--- config.mk ---
export PLATFORM = sky130hd
export DESIGN_NAME = uart_tx_arb
export DESIGN_NICKNAME = d
export VERILOG_FILES = /design/src/rtl/uart_arb_pkg.sv /design/src/rtl/uart_rr_pick.sv /design/src/rtl/uart_tx_arb.sv
export SDC_FILE = /design/constraint.sdc
export NUM_CORES = 1
export LEC_CHECK = 0
export ABC_AREA = 1
export BUFFER_PORTS_ARGS = -buffer_cell sky130_fd_sc_hd__buf_2
export CAP_MARGIN = 20
export CORE_ASPECT_RATIO = 0.9
export CORE_UTILIZATION = 41
export CTS_BUF_LIST = sky130_fd_sc_hd__clkbuf_8
export DETAILED_ROUTE_END_ITERATION = 8
export PLACE_DENSITY = 0.74
export SYNTH_ARGS = -nofsm -noshare
export SYNTH_HDL_FRONTEND = slang
export SYNTH_SLANG_ARGS = --single-unit
export TNS_END_PERCENT = 50
--- constraint.sdc ---
create_clock -name clk -period 1.6 [get_ports clk]
set_input_delay 0.32 -clock clk [delete_from_list [all_inputs] [get_ports clk]]
set_output_delay 0.32 -clock clk [all_outputs]
set_load 0.02 [all_outputs]
--- src/rtl/uart_arb_pkg.sv ---
// rtl/uart_arb_pkg.sv - shared types and width helpers for the UART transmit arbiter
package uart_arb_pkg;

    typedef enum logic {
        IDLE  = 1'b0,
        GRANT = 1'b1
    } arb_state_e;

    localparam int DEF_NUM_REQ   = 4;
    localparam int DEF_DBIT      = 8;
    localparam int DEF_MAX_BURST = 16;
    localparam int DEF_TIMEOUT   = 64;

    // Widths for the default configuration: owner index and burst counter.
    localparam int ID_W = $clog2(DEF_NUM_REQ);
    localparam int BC_W = $clog2(DEF_MAX_BURST + 1);

endpackage

--- src/rtl/uart_rr_pick.sv ---
// rtl/uart_rr_pick.sv - combinational rotating-priority picker
//
// Searches req starting one above last_grant, wrapping modulo N, and returns
// the first set bit.
// Ports:
//   req        in   N   request vector
//   last_grant in   W   index of the most recent winner
//   found      out  1   any request set
//   pick       out  W   index of the winning request
module uart_rr_pick #(
    parameter int N = 4,
    parameter int W = $clog2(N)
) (
    input  logic [N-1:0] req,
    input  logic [W-1:0] last_grant,
    output logic         found,
    output logic [W-1:0] pick
);

    int          idx;
    logic [W-1:0] idx_w;

    always_comb begin
        found = 1'b0;
        pick  = '0;
        idx   = 0;
        idx_w = '0;
        for (int i = 0; i < N; i++) begin
            idx   = (int'(last_grant) + 1 + i) % N;
            idx_w = idx[W-1:0];
            if (!found && req[idx_w]) begin
                found = 1'b1;
                pick  = idx_w;
            end
        end
    end

endmodule

--- src/rtl/uart_tx_arb.sv ---
// rtl/uart_tx_arb.sv - packet-atomic round-robin arbiter for the UART transmit FIFO write port
//
// Optional feature macro: UART_ARB_TIMEOUT_EN (releases a grant whose owner
// holds valid low for TIMEOUT non-stalled cycles).
// Ports:
//   clk, rst                 clock, asynchronous active-high reset
//   req_valid/req_last [N]   per-requester byte valid and end-of-packet
//   req_data [N*DBIT]        packed bytes, requester i at [i*DBIT +: DBIT]
//   req_ready [N]            per-requester accept strobe
//   tx_full                  transmit FIFO full
//   wr_uart, w_data          FIFO write strobe and byte
//   grant_id, busy           current/most recent owner, grant held
module uart_tx_arb
    import uart_arb_pkg::*;
#(
    parameter int NUM_REQ   = DEF_NUM_REQ,
    parameter int DBIT      = DEF_DBIT,
    parameter int MAX_BURST = DEF_MAX_BURST,
    parameter int TIMEOUT   = DEF_TIMEOUT
) (
    input  logic                      clk,
    input  logic                      rst,
    input  logic [NUM_REQ-1:0]        req_valid,
    input  logic [NUM_REQ*DBIT-1:0]   req_data,
    input  logic [NUM_REQ-1:0]        req_last,
    output logic [NUM_REQ-1:0]        req_ready,
    input  logic                      tx_full,
    output logic                      wr_uart,
    output logic [DBIT-1:0]           w_data,
    output logic [$clog2(NUM_REQ)-1:0] grant_id,
    output logic                      busy
);

    localparam int OWN_W = $clog2(NUM_REQ);
    localparam int CNT_W = $clog2(MAX_BURST + 1);

    arb_state_e       state_q, state_d;
    logic [OWN_W-1:0] owner_q, owner_d;
    logic [OWN_W-1:0] last_q, last_d;
    logic [CNT_W-1:0] bc_q, bc_d;
    logic             found;
    logic [OWN_W-1:0] pick;
    logic             xfer;
    logic             rel;

`ifdef UART_ARB_TIMEOUT_EN
    localparam int IC_W = $clog2(TIMEOUT + 1);
    logic [IC_W-1:0]  ic_q, ic_d;
`endif

    uart_rr_pick #(
        .N (NUM_REQ),
        .W (OWN_W)
    ) u_pick (
        .req        (req_valid),
        .last_grant (last_q),
        .found      (found),
        .pick       (pick)
    );

    always_ff @(posedge clk or posedge rst) begin
        if (rst) begin
            state_q <= IDLE;
            owner_q <= '0;
            last_q  <= OWN_W'(NUM_REQ - 1);
            bc_q    <= '0;
`ifdef UART_ARB_TIMEOUT_EN
            ic_q    <= '0;
`endif
        end else begin
            state_q <= state_d;
            owner_q <= owner_d;
            last_q  <= last_d;
            bc_q    <= bc_d;
`ifdef UART_ARB_TIMEOUT_EN
            ic_q    <= ic_d;
`endif
        end
    end

    always_comb begin
        state_d   = state_q;
        owner_d   = owner_q;
        last_d    = last_q;
        bc_d      = bc_q;
        req_ready = '0;
        wr_uart   = 1'b0;
        w_data    = '0;
        xfer      = 1'b0;
        rel       = 1'b0;
`ifdef UART_ARB_TIMEOUT_EN
        ic_d      = ic_q;
`endif
        case (state_q)
            IDLE: begin
`ifdef UART_ARB_TIMEOUT_EN
                ic_d = '0;
`endif
                if (found) begin
                    owner_d = pick;
                    bc_d    = '0;
                    state_d = GRANT;
                end
            end
            GRANT: begin
                // Ready and write are combinational so a full FIFO blocks the
                // byte in the very cycle it is seen.
                req_ready[owner_q] = ~tx_full;
                xfer = req_valid[owner_q] & ~tx_full;
                if (xfer) begin
                    wr_uart = 1'b1;
                    w_data  = req_data[int'(owner_q)*DBIT +: DBIT];
                    bc_d    = bc_q + 1'b1;
                    if (req_last[owner_q] || bc_q == CNT_W'(MAX_BURST - 1))
                        rel = 1'b1;
                end
`ifdef UART_ARB_TIMEOUT_EN
                // Only cycles where the owner itself is silent count; FIFO
                // backpressure is not the owner's fault.
                if (xfer) begin
                    ic_d = '0;
                end else if (!req_valid[owner_q] && !tx_full) begin
                    ic_d = ic_q + 1'b1;
                    if (ic_q == IC_W'(TIMEOUT - 1))
                        rel = 1'b1;
                end
`endif
                if (rel) begin
                    last_d  = owner_q;
                    state_d = IDLE;
                end
            end
            default: state_d = IDLE;
        endcase
    end

    assign grant_id = owner_q;
    assign busy     = (state_q == GRANT);

endmodule

* Yosys cells after proc, flatten, opt, wreduce, memory -nomap -nowiden
Cells that the tools add are included.
** Storage, ports and cells
- Bits of input ports :: 43
- Bits in registers :: 10
- Logic and storage cells :: 70
- Output and inout port bits :: 16
** Operators by class
- Eq/ne operators :: 3
- Bitwise logic cells :: 4
- Multiplexer cells :: 36
- Magnitude comparators :: 6
- Reductions and logical operators :: 11
- Shifts and indexed selects :: 1
- Add/sub/neg operators :: 5
** Operators with widths (number)
- $shiftx A32 B6 Y8 :: 1
- $mux W1 :: 18
- $mux W8 :: 2
- $lt A2 B3 Y1 const B :: 5
- $bmux W1 S2 :: 6
- $mux W5 :: 2
- $pmux W5 S2 :: 1
- $mux W2 :: 4
- $reduce_and A2 Y1 :: 3
- $add A5 B1 Y5 const B :: 1
- $eq A5 B4 Y1 const B :: 1
- $add A2 B1 Y2 const B :: 2
- $add A2 B2 Y2 const B :: 2
- $and A4 B4 Y4 :: 1
- $logic_and A1 B1 Y1 :: 4
- $mux W4 :: 1
- $logic_not A1 Y1 :: 3
- $demux W1 S2 :: 1
- $ge A2 B1 Y1 const B :: 1
- $ne A2 B1 Y1 const B :: 1
- $ne A2 B2 Y1 const B :: 1
- $not A1 Y1 :: 2
- $pmux W1 S2 :: 1
- $and A1 B1 Y1 :: 1
- $logic_or A1 B1 Y1 :: 1

* Longest topological paths before layout
Gate-level depths: netlist (run 1).
- Depth in word-level cells :: 15
- Gate-level depth with buffers :: 12
- Depth with buffers taken out :: 11

* Hierarchy
From an unflattened synthesis (run 1), not the netlist that was laid out.
** Unflattened totals
- Cell total of the unflattened synthesis :: 199
- Area, all modules :: 1193.6 µm²
** Modules (own cells, without submodules)
- uart_tx_arb :: area an instance 889.6 µm², instances 1, cells each 137
- uart_rr_pick :: area an instance 304.0 µm², instances 1, cells each 62

* Worst setup path before layout (run 1)
Ideal clock, no wire load.
- Kind :: reg2out
- From :: reg owner_q[1], in the netlist grant_id[1]
- To :: out w_data[3]
- Stages on the path, launching flop included :: 7
- Data required time :: 1280 ps
- Path slack :: -321 ps
- Data arrival time :: 1601 ps
- Path through :: dfrtp_1 nor2_2 nand2_1 nand2_2 o21ai_4 buf_6 a31oi_1
** On the way
- Word-level cells in the longest chain between the ends :: 5
- Elaborated cells between the ends (all ways) :: 6
** Ends and longest elaborated chain
- from (decl) :: line uart_tx_arb.sv:38 : logic [OWN_W-1:0] owner_q, owner_d;
- from (signal assigned) :: line uart_tx_arb.sv:72 : owner_q <= owner_d;
- parallel branches: the longest is 3 deep, another holds $shiftx A32 B6 Y8
- $mux W8 (*) :: line uart_tx_arb.sv:110 : if (xfer) begin
- $mux W8 (*) :: line uart_tx_arb.sv:94 : case (state_q)
- to (decl) :: line uart_tx_arb.sv:29 : output logic [DBIT-1:0] w_data,
Every way passes the cells marked *. The select of a mux whose other input is x is not followed.

* Final worst setup path (run 1)
- From :: reg owner_q[1], in the netlist grant_id[1]
- To :: out w_data[6]
Same word-level chain as after synthesis.

==> results of run 1 <==
synth_stat cells (2+ instances only):
library cell   n  area (sq um)
a221oi_1       6          52.6
o21ai_0        2          10.0
inv_2          5          18.8
inv_1         11          41.3
dfstp_2        2          52.6
a22oi_1        2          15.0
nand2_2        4          25.0
buf_6          2          22.5
nand2_1       78           293
a31oi_1        2          12.5
nor2_1        16          60.1
nand3_1       13          65.1
dfrtp_1        8           200
ha_1           2          25.0
a21oi_1        4          20.0
or2_2          2          12.5
nand2_4        2          22.5
through the flow:
stage,setup slack (ps),area [sq um]
6_report,-377,2050
5_1_grt,-380,2050
4_1_cts,-274,1870
3_5_place_dp,-148,1610
3_3_place_gp,-85.4,1610
2_1_floorplan,-29.1,1120
flip-flops by register name, summed over array words and instances (netlist names):
signal    flops
bc_q          5
grant_id      2
last_q        2
busy          1
path summary, 6_finish.rpt:
| kind | from | endpoint | slack [ps] |
|---|---|---|---|
| worst max-delay path | grant_id[1] | w_data[6] | -380 |
| worst min-delay path | rst | bc_q[3] | 50 |
| worst max register to register | grant_id[1] | last_q[0] | -140 |
| worst min register to register | bc_q[4] | bc_q[4] | 500 |
| max in group asynchronous | rst | last_q[0] | 1240 |
| min in group clk | bc_q[4] | bc_q[4] | 500 |
worst max-delay path: cells and delay by family (launching register included):
| kind | cells | cell delay (ps) |
|---|---|---|
| AO/OA/AOI/OAI | 1 | 80 |
| AND/OR/NAND/NOR | 4 | 340 |
| flip-flops | 1 | 470 |
| buffers and inverters | 4 | 510 |
area by class of cell:
type / instances / share of cell area
clock buffer: 3 / 0.0201
clock inverter: 1 / 0.00183
inverter: 18 / 0.0385
multi-input combinational: 144 / 0.438
sequential: 10 / 0.125
tap: 28 / 0.0171
timing repair buffer: 98 / 0.360
logic make-up (layout without fill, tap and decap cells):
group / Yosys count / after routing / share of synthesized area
buffers and inverters: 21 / 120 / 0.0948
AND/OR/NAND/NOR: 121 / 121 / 0.496
XOR/XNOR: 1 / 1 / 0.00830
AO/OA/AOI/OAI: 20 / 20 / 0.137
flip-flops: 10 / 10 / 0.239
adder cells (fa/ha/maj): 2 / 2 / 0.0237
metal layers:
layer / share of wire / global-route usage / routed length (microns) / vias up
li1: - / - / - / 762
met1: 0.39 / 0.332 / 1850 / 785
met2: 0.51 / 0.528 / 2400 / 87
met3: 0.077 / 0.0619 / 367 / 14
met4: 0.029 / 0.0833 / 140 / 0
met5: 0 / 0 / 0 / -
power by group through the flow:
stage | logic [mW] | clock network [mW] | registers [mW]
final | 3.37 | 0.275 | 0.521
after global placement | 2.32 | 0 | 0.479
after CTS | 2.81 | 0.270 | 0.486
after detailed placement | 2.35 | 0 | 0.490
after global routing | 3.60 | 0.290 | 0.530
after floorplan | 1.49 | 0 | 0.518
layout by cell type (no fill, tap or decap), types with 6 or more instances in the layout:
cell,netlist,layout
nand3_1,13,13
nand2_2,4,10
inv_1,11,10
buf_2,0,46
nor2_4,1,7
buf_6,2,28
nor2_1,16,8
dfrtp_1,8,6
buf_4,1,23
nand2_1,78,70
timing repair:
| action | in CTS | in global routing |
|---|---|---|
| setup endpoints to repair | 15 | 23 |
| pin swaps | 3 | 7 |
| resized for setup | 35 | 39 |
| setup buffers | 12 | 13 |
==> run summary, run 1 <==
Outcome - finished with violations
Failing checks - setup timing
Relative slew margins - 0.745
Synth Instances - 175
Final Hold Viols - 0
Die area - 2780 sq um
Clk pwr share - 0.066
GRT Total Usage - 0.286
CTS Buffer Depth - 2
Fill cell count - 145
WL per Instance - 15.7 microns
Critical Path, Cell by Cell - inv_2, nand2_4, inv_4, nand2_2, nand2_2, o21ai_4, buf_6, nor2_2, buf_6
Post-DP HPWL - 2590 microns
Tcrit/Tclk final - 1.24
Crit Path Class - reg -> out
First-pass GRT wire length - 6380 microns
Cell Pwr Density - 2030 nW/um^2
Req. time, crit path - 1280 ps
Crit-path max FO - 5
Fin util - 0.838
Routed via count - 1,648
Final setup fails - 19
Crit-path slowest cell - dfrtp_2
Multi-input logic area - 897 sq um
Reg power frac - 0.125
Worst Reg-to-Reg Cells - 12
Top_reg_cell synth - dfrtp_1
Power after layout - 4.17 mW
Internal power component - 2.11 mW
Power share of the combinational group - 0.809
Largest net degree at the start of global routing - 11
FF/Latch Area - 255 sq um
GR Overflow Total - 0
GPL Wtd Cong - 0.817
Type of origin of the critical path - flip-flop
Crit path time final - 1980 ps
H-tree levels - 1
Fin Setup TNS - -3800 ps
Antenna-violating nets left - 0
Max incr delay on CP - 470 ps
Fraction of layout cells with a size suffix above 1 - 0.562
Hold WS - 45.3 ps
CORE AREA - 2450 sq um
Synth Area per Inst - 6.03 sq um
Number of flops mapped to enable cells by yosys - 0
Total Nets Final - 320
Ys async rst share - 1.00
Placement Rows - 17
Register area share after synthesis - 0.239
Net Switching - 2.06 mW
Yosys cell types - 31
Initial antenna violation count - 0
Clock Latency Late Sink - 240 ps
Final worst slack - -377 ps
Detailed Routing Iterations Pass 1 - 4
Die Y-Extent - 50.1 microns
Peak supply drop - 1440 uV
Worst slew pin tran - 381 ps
CTS buffer count - 3
Initial Utilization - 0.432
Cell Area, Synth - 1060 sq um
Hold WC Path Type - in -> async
CTS Sinks - 10
Switching Share - 0.494
Leakage - 1.09 nW
Hold buffer count at cts - 0
Final Slew Violations - 0
Vias in the first global route - 1,481
Port Buf Inserts - 58
Initial drt markers - 93
Max-Cap Viols - 0
Clk Tree Root Cell - clkbuf_8
Final WL - 4760 microns
Synth warnings - 0
Area Growth Syn to Fin - 94.1%
Placed insts - 282
Ant diodes - 0
DRC - 0
Clock transition at the registers of the reported paths - 50 ps
Max Clock Skew - 3.66 ps
RSZ-0062 raised after global routing - true
Worst Setup End Kind - output port
Syn nets - 220
Achievable frequency - 0.506 GHz
Num ports - 59
CP arrival - 1660 ps
CTS tree - yes
Chip width - 55.5 microns
Yosys reg bits - 10
Routed vias/inst - 5.46
Final non-filler cell total - 302
Power figures use the tool's default switching activity.
==> run 2, diff against run 1 <==
--- a/config.mk
+++ b/config.mk
@@ -9,11 +9,12 @@
 export BUFFER_PORTS_ARGS = -buffer_cell sky130_fd_sc_hd__buf_2
 export CAP_MARGIN = 20
 export CORE_ASPECT_RATIO = 0.9
-export CORE_UTILIZATION = 41
+export CORE_UTILIZATION = 43
 export CTS_BUF_LIST = sky130_fd_sc_hd__clkbuf_8
 export DETAILED_ROUTE_END_ITERATION = 8
-export PLACE_DENSITY = 0.74
+export PLACE_DENSITY = 0.75
 export SYNTH_ARGS = -nofsm -noshare
 export SYNTH_HDL_FRONTEND = slang
+export SYNTH_HIERARCHICAL = 1
 export SYNTH_SLANG_ARGS = --single-unit
 export TNS_END_PERCENT = 50
==> run summary, run 2 <==
Synth Instances - 199
Max Clock Skew - 3.61 ps
Worst slew pin tran - 379 ps
Antenna-violating nets left - 0
Most frequent cells in the layout - nand2_1, buf_2, buf_4, nand3_1, buf_6
Num ports - 59
Area Growth Syn to Fin - 79.9%
Power after layout - 4.29 mW
Ant diodes - 0
Port Buf Inserts - 58
Synth Area per Inst - 6.00 sq um
Delay-heaviest family, CP - flip-flops
Fill cell count - 154
Flop2flop setup slack - -130 ps
Critical path buffers and inverters - 3
Top_reg_cell synth - dfrtp_1
Final worst slack - -236 ps
Leakage - 1.11 nW
Die Y-Extent - 52.0 microns
GR Overflow Total - 0
Post-synth top area share - 0.220
Hold WC Path Type - in -> async
Tcrit/Tclk final - 1.15
Clock transition at the registers of the reported paths - 50 ps
CTS Buffer Depth - 2
Cell Pwr Density - 2000 nW/um^2
CP arrival - 1520 ps
Yosys cell types - 27
CTS Sinks - 10
Failing checks - DRC, setup timing
Vias in the first global route - 1,484
Placement Rows - 17
GPL Wtd Cong - 0.920
Peak supply drop - 1210 uV
Total Nets Final - 335
Relative slew margins - 0.747
Outcome - finished with violations
Yosys top cell by area - nand2_1
Routed vias/inst - 5.35
Register area share after synthesis - 0.212
Most common cell in the netlist - nand2_1
Routed via count - 1,697
Final WL - 4290 microns
Terminus of the critical flop-to-flop path - busy
Syn nets - 244
Largest reg by FF count - bc_q
Detailed Routing Iterations Pass 1 - 7
Final Hold Viols - 0
Worst flop-to-flop path startpoint - last_q[0]
Post-DP HPWL - 2990 microns
WL per Instance - 13.5 microns
Chip width - 57.5 microns
First-pass GRT wire length - 6460 microns
Synth warnings - 6
Crit-path max FO - 6
Synth area leaders - nand2_1, dfrtp_1, nand3_1
DRC - 6
Largest net degree at the start of global routing - 12
RSZ-0062 raised after global routing - true
Type of origin of the critical path - flip-flop
Commonest non-fill, non-tap cell in the layout - nand2_1
Number of flops mapped to enable cells by yosys - 0
Clk Tree Root Cell - clkbuf_8
Clock Latency Late Sink - 240 ps
Yosys reg bits - 10
Max incr delay on CP - 480 ps
CTS tree - yes
Worst Setup End Kind - output port
Die area - 2990 sq um
Initial Utilization - 0.472
Max reg flops - 5
Hold buffer count at cts - 0
Final Slew Violations - 0
GRT Total Usage - 0.281
CTS buffer count - 3
Req. time, crit path - 1280 ps
Crit Path Class - reg -> out
Critical Path, Cell by Cell - inv_2, nand3_2, nand2_2, o21ai_4, buf_12, a21oi_4, buf_6
H-tree levels - 1
Place WS - -134 ps
Initial antenna violation count - 0
Synth cell count leaders - nand2_1, nand3_1, inv_1, a21oi_1, nand2_2
Ys async rst share - 1.00
CORE AREA - 2530 sq um
Max-Cap Viols - 0
Crit-path slowest cell - dfrtp_2
Hold WS - 49.8 ps
Fraction of layout cells with a size suffix above 1 - 0.533
Crit path time final - 1840 ps
Fin Setup TNS - -2910 ps
Cell Area, Synth - 1190 sq um
Final setup fails - 21
Worst Reg-to-Reg Cells - 10
Achievable frequency - 0.545 GHz
Initial drt markers - 123
==> run 2: cell count changes after synthesis, sizes merged, moves of 2 or more <==
cell and delta:
nor2 -5, a21oi +8, buf +5, a22oi -2
a31oi +5, nand4 +2, a221oi -6, nand2 -4
clkbuf +2, nand3 +22, o21ai -2
==> run 2: cell families (layout without fill, tap and decap cells) <==
logic type / count (synthesis) / count (layout) / share of synthesized area
adders and majority gates: 2 / 2 / 0.0210
buffers and inverters: 28 / 118 / 0.119
AOI/OAI and AO/OA: 22 / 22 / 0.108
DFF: 10 / 10 / 0.212
xor gates and xnor gates: 1 / 1 / 0.00734
and+or+nand+nor: 136 / 136 / 0.533
==> run 2: cell type report <==
cell class,count,area [sq um],area share
timing repair buffer,96,688,0.321
inverter,18,75.1,0.0350
multi-input combinational,161,1040,0.484
sequential,10,255,0.119
tap,28,35.0,0.0163
clock buffer,4,55.1,0.0256
==> run 2: stage by stage <==
step	util	instance area (sq um)	std cells
global route	0.848	2150	317
global placement	0.696	1760	303
CTS	0.809	2050	312
finish	0.848	2150	317
floorplan	-	1290	199
detailed placement	0.696	1760	303
==> run 2: how the worst max path moves through the flow <==
stage | startpoint | to | slack, ps | cells after the start
finish | grant_id[0] | w_data[2] | -240 | 7
global route | grant_id[0] | w_data[1] | -270 | 7
CTS | grant_id[1] | w_data[7] | -190 | 7
detailed placement | last_q[0] | grant_id[1] | -130 | 9
global placement | last_q[0] | grant_id[0] | -70 | 9
floorplan | grant_id[1] | req_ready[3] | -60 | 3
==> run 2: worst register-to-register path, stage by stage (launching register included) <==
cell and delay (ps):
dfstp_2 570, inv_4 70, nand2_1 90, nand2_2 90, nand2_2 80, nand2_2 70
nor2_4 140, nand4_1 180, buf_4 190, nor2_1 80, a21oi_1 50
==> run 2: where the power goes <==
part	switching, mW	internal (mW)	leakage, nW	total (mW)
Clock	0.0990	0.216	0.0288	0.315
Combinational	1.92	1.54	0.964	3.46
Sequential	0.134	0.375	0.117	0.509
Total	2.16	2.13	1.11	4.29
==> run 2: repair_timing <==
| action | 4_1_cts | 5_1_grt |
|---|---|---|
| setup endpoints to repair | 21 | 23 |
| pin swaps | 5 | 4 |
| buffers inserted | 5 | 5 |
| gates resized for setup | 48 | 16 |
==> run 2: routing by layer <==
layer | track usage | share of wire
met5 | 0 | 0
met4 | 0.122 | 0.030
met3 | 0.0124 | 0.058
met1 | 0.359 | 0.43
met2 | 0.492 | 0.49
==> run 3, diff against run 2 <==
--- a/config.mk
+++ b/config.mk
@@ -13,6 +13,7 @@
 export CTS_BUF_LIST = sky130_fd_sc_hd__clkbuf_8
 export DETAILED_ROUTE_END_ITERATION = 8
 export PLACE_DENSITY = 0.75
+export REMOVE_ABC_BUFFERS = 1
 export SYNTH_ARGS = -nofsm -noshare
 export SYNTH_HDL_FRONTEND = slang
 export SYNTH_HIERARCHICAL = 1
==> run summary, run 3 (same netlist as run 2, synthesis figures left out) <==
Worst Setup End Kind - output port
Routed vias/inst - 5.29
Fill cell count - 208
Critical Path, Cell by Cell - inv_4, buf_8, nand3_1, nand2_1, a31oi_1, a21oi_1, buf_4
DRC - 10
Crit Path Class - reg -> out
Largest net degree at the start of global routing - 14
H-tree levels - 1
CORE AREA - 2530 sq um
Final Slew Violations - 0
Placed insts - 297
Detailed Routing Iterations Pass 1 - 6
Terminus of the critical flop-to-flop path - grant_id[1]
Dpl cell area - 1610 sq um
Peak supply drop - 1130 uV
Clk Tree Root Cell - clkbuf_8
Type of origin of the critical path - flip-flop
WL per Instance - 13.6 microns
Worst slew pin tran - 377 ps
Initial Utilization - 0.472
Final setup fails - 21
Vias in the first global route - 1,336
Largest reg by FF count - bc_q
CTS Buffer Depth - 2
Commonest non-fill, non-tap cell in the layout - nand2_1
RSZ-0062 raised after global routing - true
CTS buffer count - 3
Most frequent cells in the layout - nand2_1, buf_2, nand3_1, buf_4, nand2_2
Antenna-violating nets left - 0
GRT Total Usage - 0.255
Place WS - -168 ps
Routed via count - 1,630
Crit path from - grant_id[1]
Leakage - 1.04 nW
Ant diodes - 0
Final worst slack - -203 ps
Placement Rows - 17
Flop2flop setup slack - -100 ps
Tcrit/Tclk final - 1.13
Delay-heaviest family, CP - flip-flops
Post-route cell area - 1890 sq um
CP arrival - 1480 ps
Achievable frequency - 0.554 GHz
Initial drt markers - 139
Post-DP HPWL - 2580 microns
GR Overflow Total - 0
Final WL - 4200 microns
Final Hold Viols - 0
Max-Cap Viols - 0
Max Clock Skew - 7.49 ps
Clock transition at the registers of the reported paths - 50 ps
Final non-filler cell total - 308
Crit-path slowest cell - dfrtp_2
Initial antenna violation count - 0
Die area - 2990 sq um
Port Buf Inserts - 58
Num ports - 59
Crit path time final - 1800 ps
Fraction of layout cells with a size suffix above 1 - 0.471
Critical path buffers and inverters - 3
CTS Sinks - 10
Crit-path max FO - 7
Clock Latency Late Sink - 240 ps
GPL Wtd Cong - 0.845
Worst flop-to-flop path startpoint - last_q[0]
Hold WC Path Type - in -> async
CTS tree - yes
Critical path depth - 7
Worst Reg-to-Reg Cells - 11
Failing checks - DRC, setup timing
Total Nets Final - 326
Outcome - finished with violations
Max incr delay on CP - 460 ps
Max reg flops - 5
First-pass GRT wire length - 5820 microns
CP endpoint - w_data[1]
Req. time, crit path - 1280 ps
Die Y-Extent - 52.0 microns
Cell Pwr Density - 2000 nW/um^2
Relative slew margins - 0.749
Area Growth Syn to Fin - 58.1%
Chip width - 57.5 microns
[run 3: cell types whose count changed in the layout (fill, tap and decap cells not counted), moves of 4 or more]
cell	delta
a31oi_1	+7
buf_6	-12
a21oi_4	-7
a21oi_1	+4
a31oi_2	-4
[run 3: worst min-delay path by stage]
stage / start / end / slack [ps] / cells past startpoint
after detailed placement: rst / busy / 300 / 2
final: rst / bc_q[1] / 40 / 2
after floorplan: rst / bc_q[0] / 160 / 1
after global routing: rst / bc_q[1] / 80 / 2
after global placement: rst / busy / 300 / 2
after CTS: rst / bc_q[1] / 50 / 2
[run 3: what timing repair did]
item,4_1_cts,5_1_grt
hold buffers,0,0
endpoints found under the hold margin,0,0
pin swaps,4,2
gates resized for setup,25,22
setup buffers,2,2
cloned,1,2
endpoints found under the setup margin,21,23
[run 3: cell type report]
type	instances	area, sq um	share of cell area
sequential	10	255	0.135
clock buffer	3	41.3	0.0219
inverter	18	75.1	0.0398
clock inverter	1	3.75	0.00199
tap	28	35.0	0.0186
multi-input combinational	162	891	0.472
timing repair buffer	86	586	0.310
[run 3: where the power goes]
group	internal (mW)	switching [mW]
combinational	1.30	1.69
sequential	0.376	0.158
clock	0.168	0.100
total	1.84	1.94
[run 3: layer usage]
layer | GRT usage | vias to the layer above | part of all wire
met5 | 0 | - | 0
met4 | 0.0935 | 0 | 0.011
met3 | 0.0398 | 7 | 0.074
met2 | 0.453 | 76 | 0.50
met1 | 0.309 | 728 | 0.42
li1 | - | 819 | -
[run 3: stage by stage]
stage | util | hold WS, ps | power, mW | setup TNS (ps)
after CTS | 0.693 | 49.6 | 3.39 | -1440
after global routing | 0.745 | 79.9 | 4.07 | -4420
final | 0.745 | 43.6 | 3.78 | -2370
after detailed placement | 0.636 | 303 | 2.87 | -2000
after global placement | 0.636 | 297 | 2.86 | -1610
after floorplan | - | 159 | 1.95 | -6910
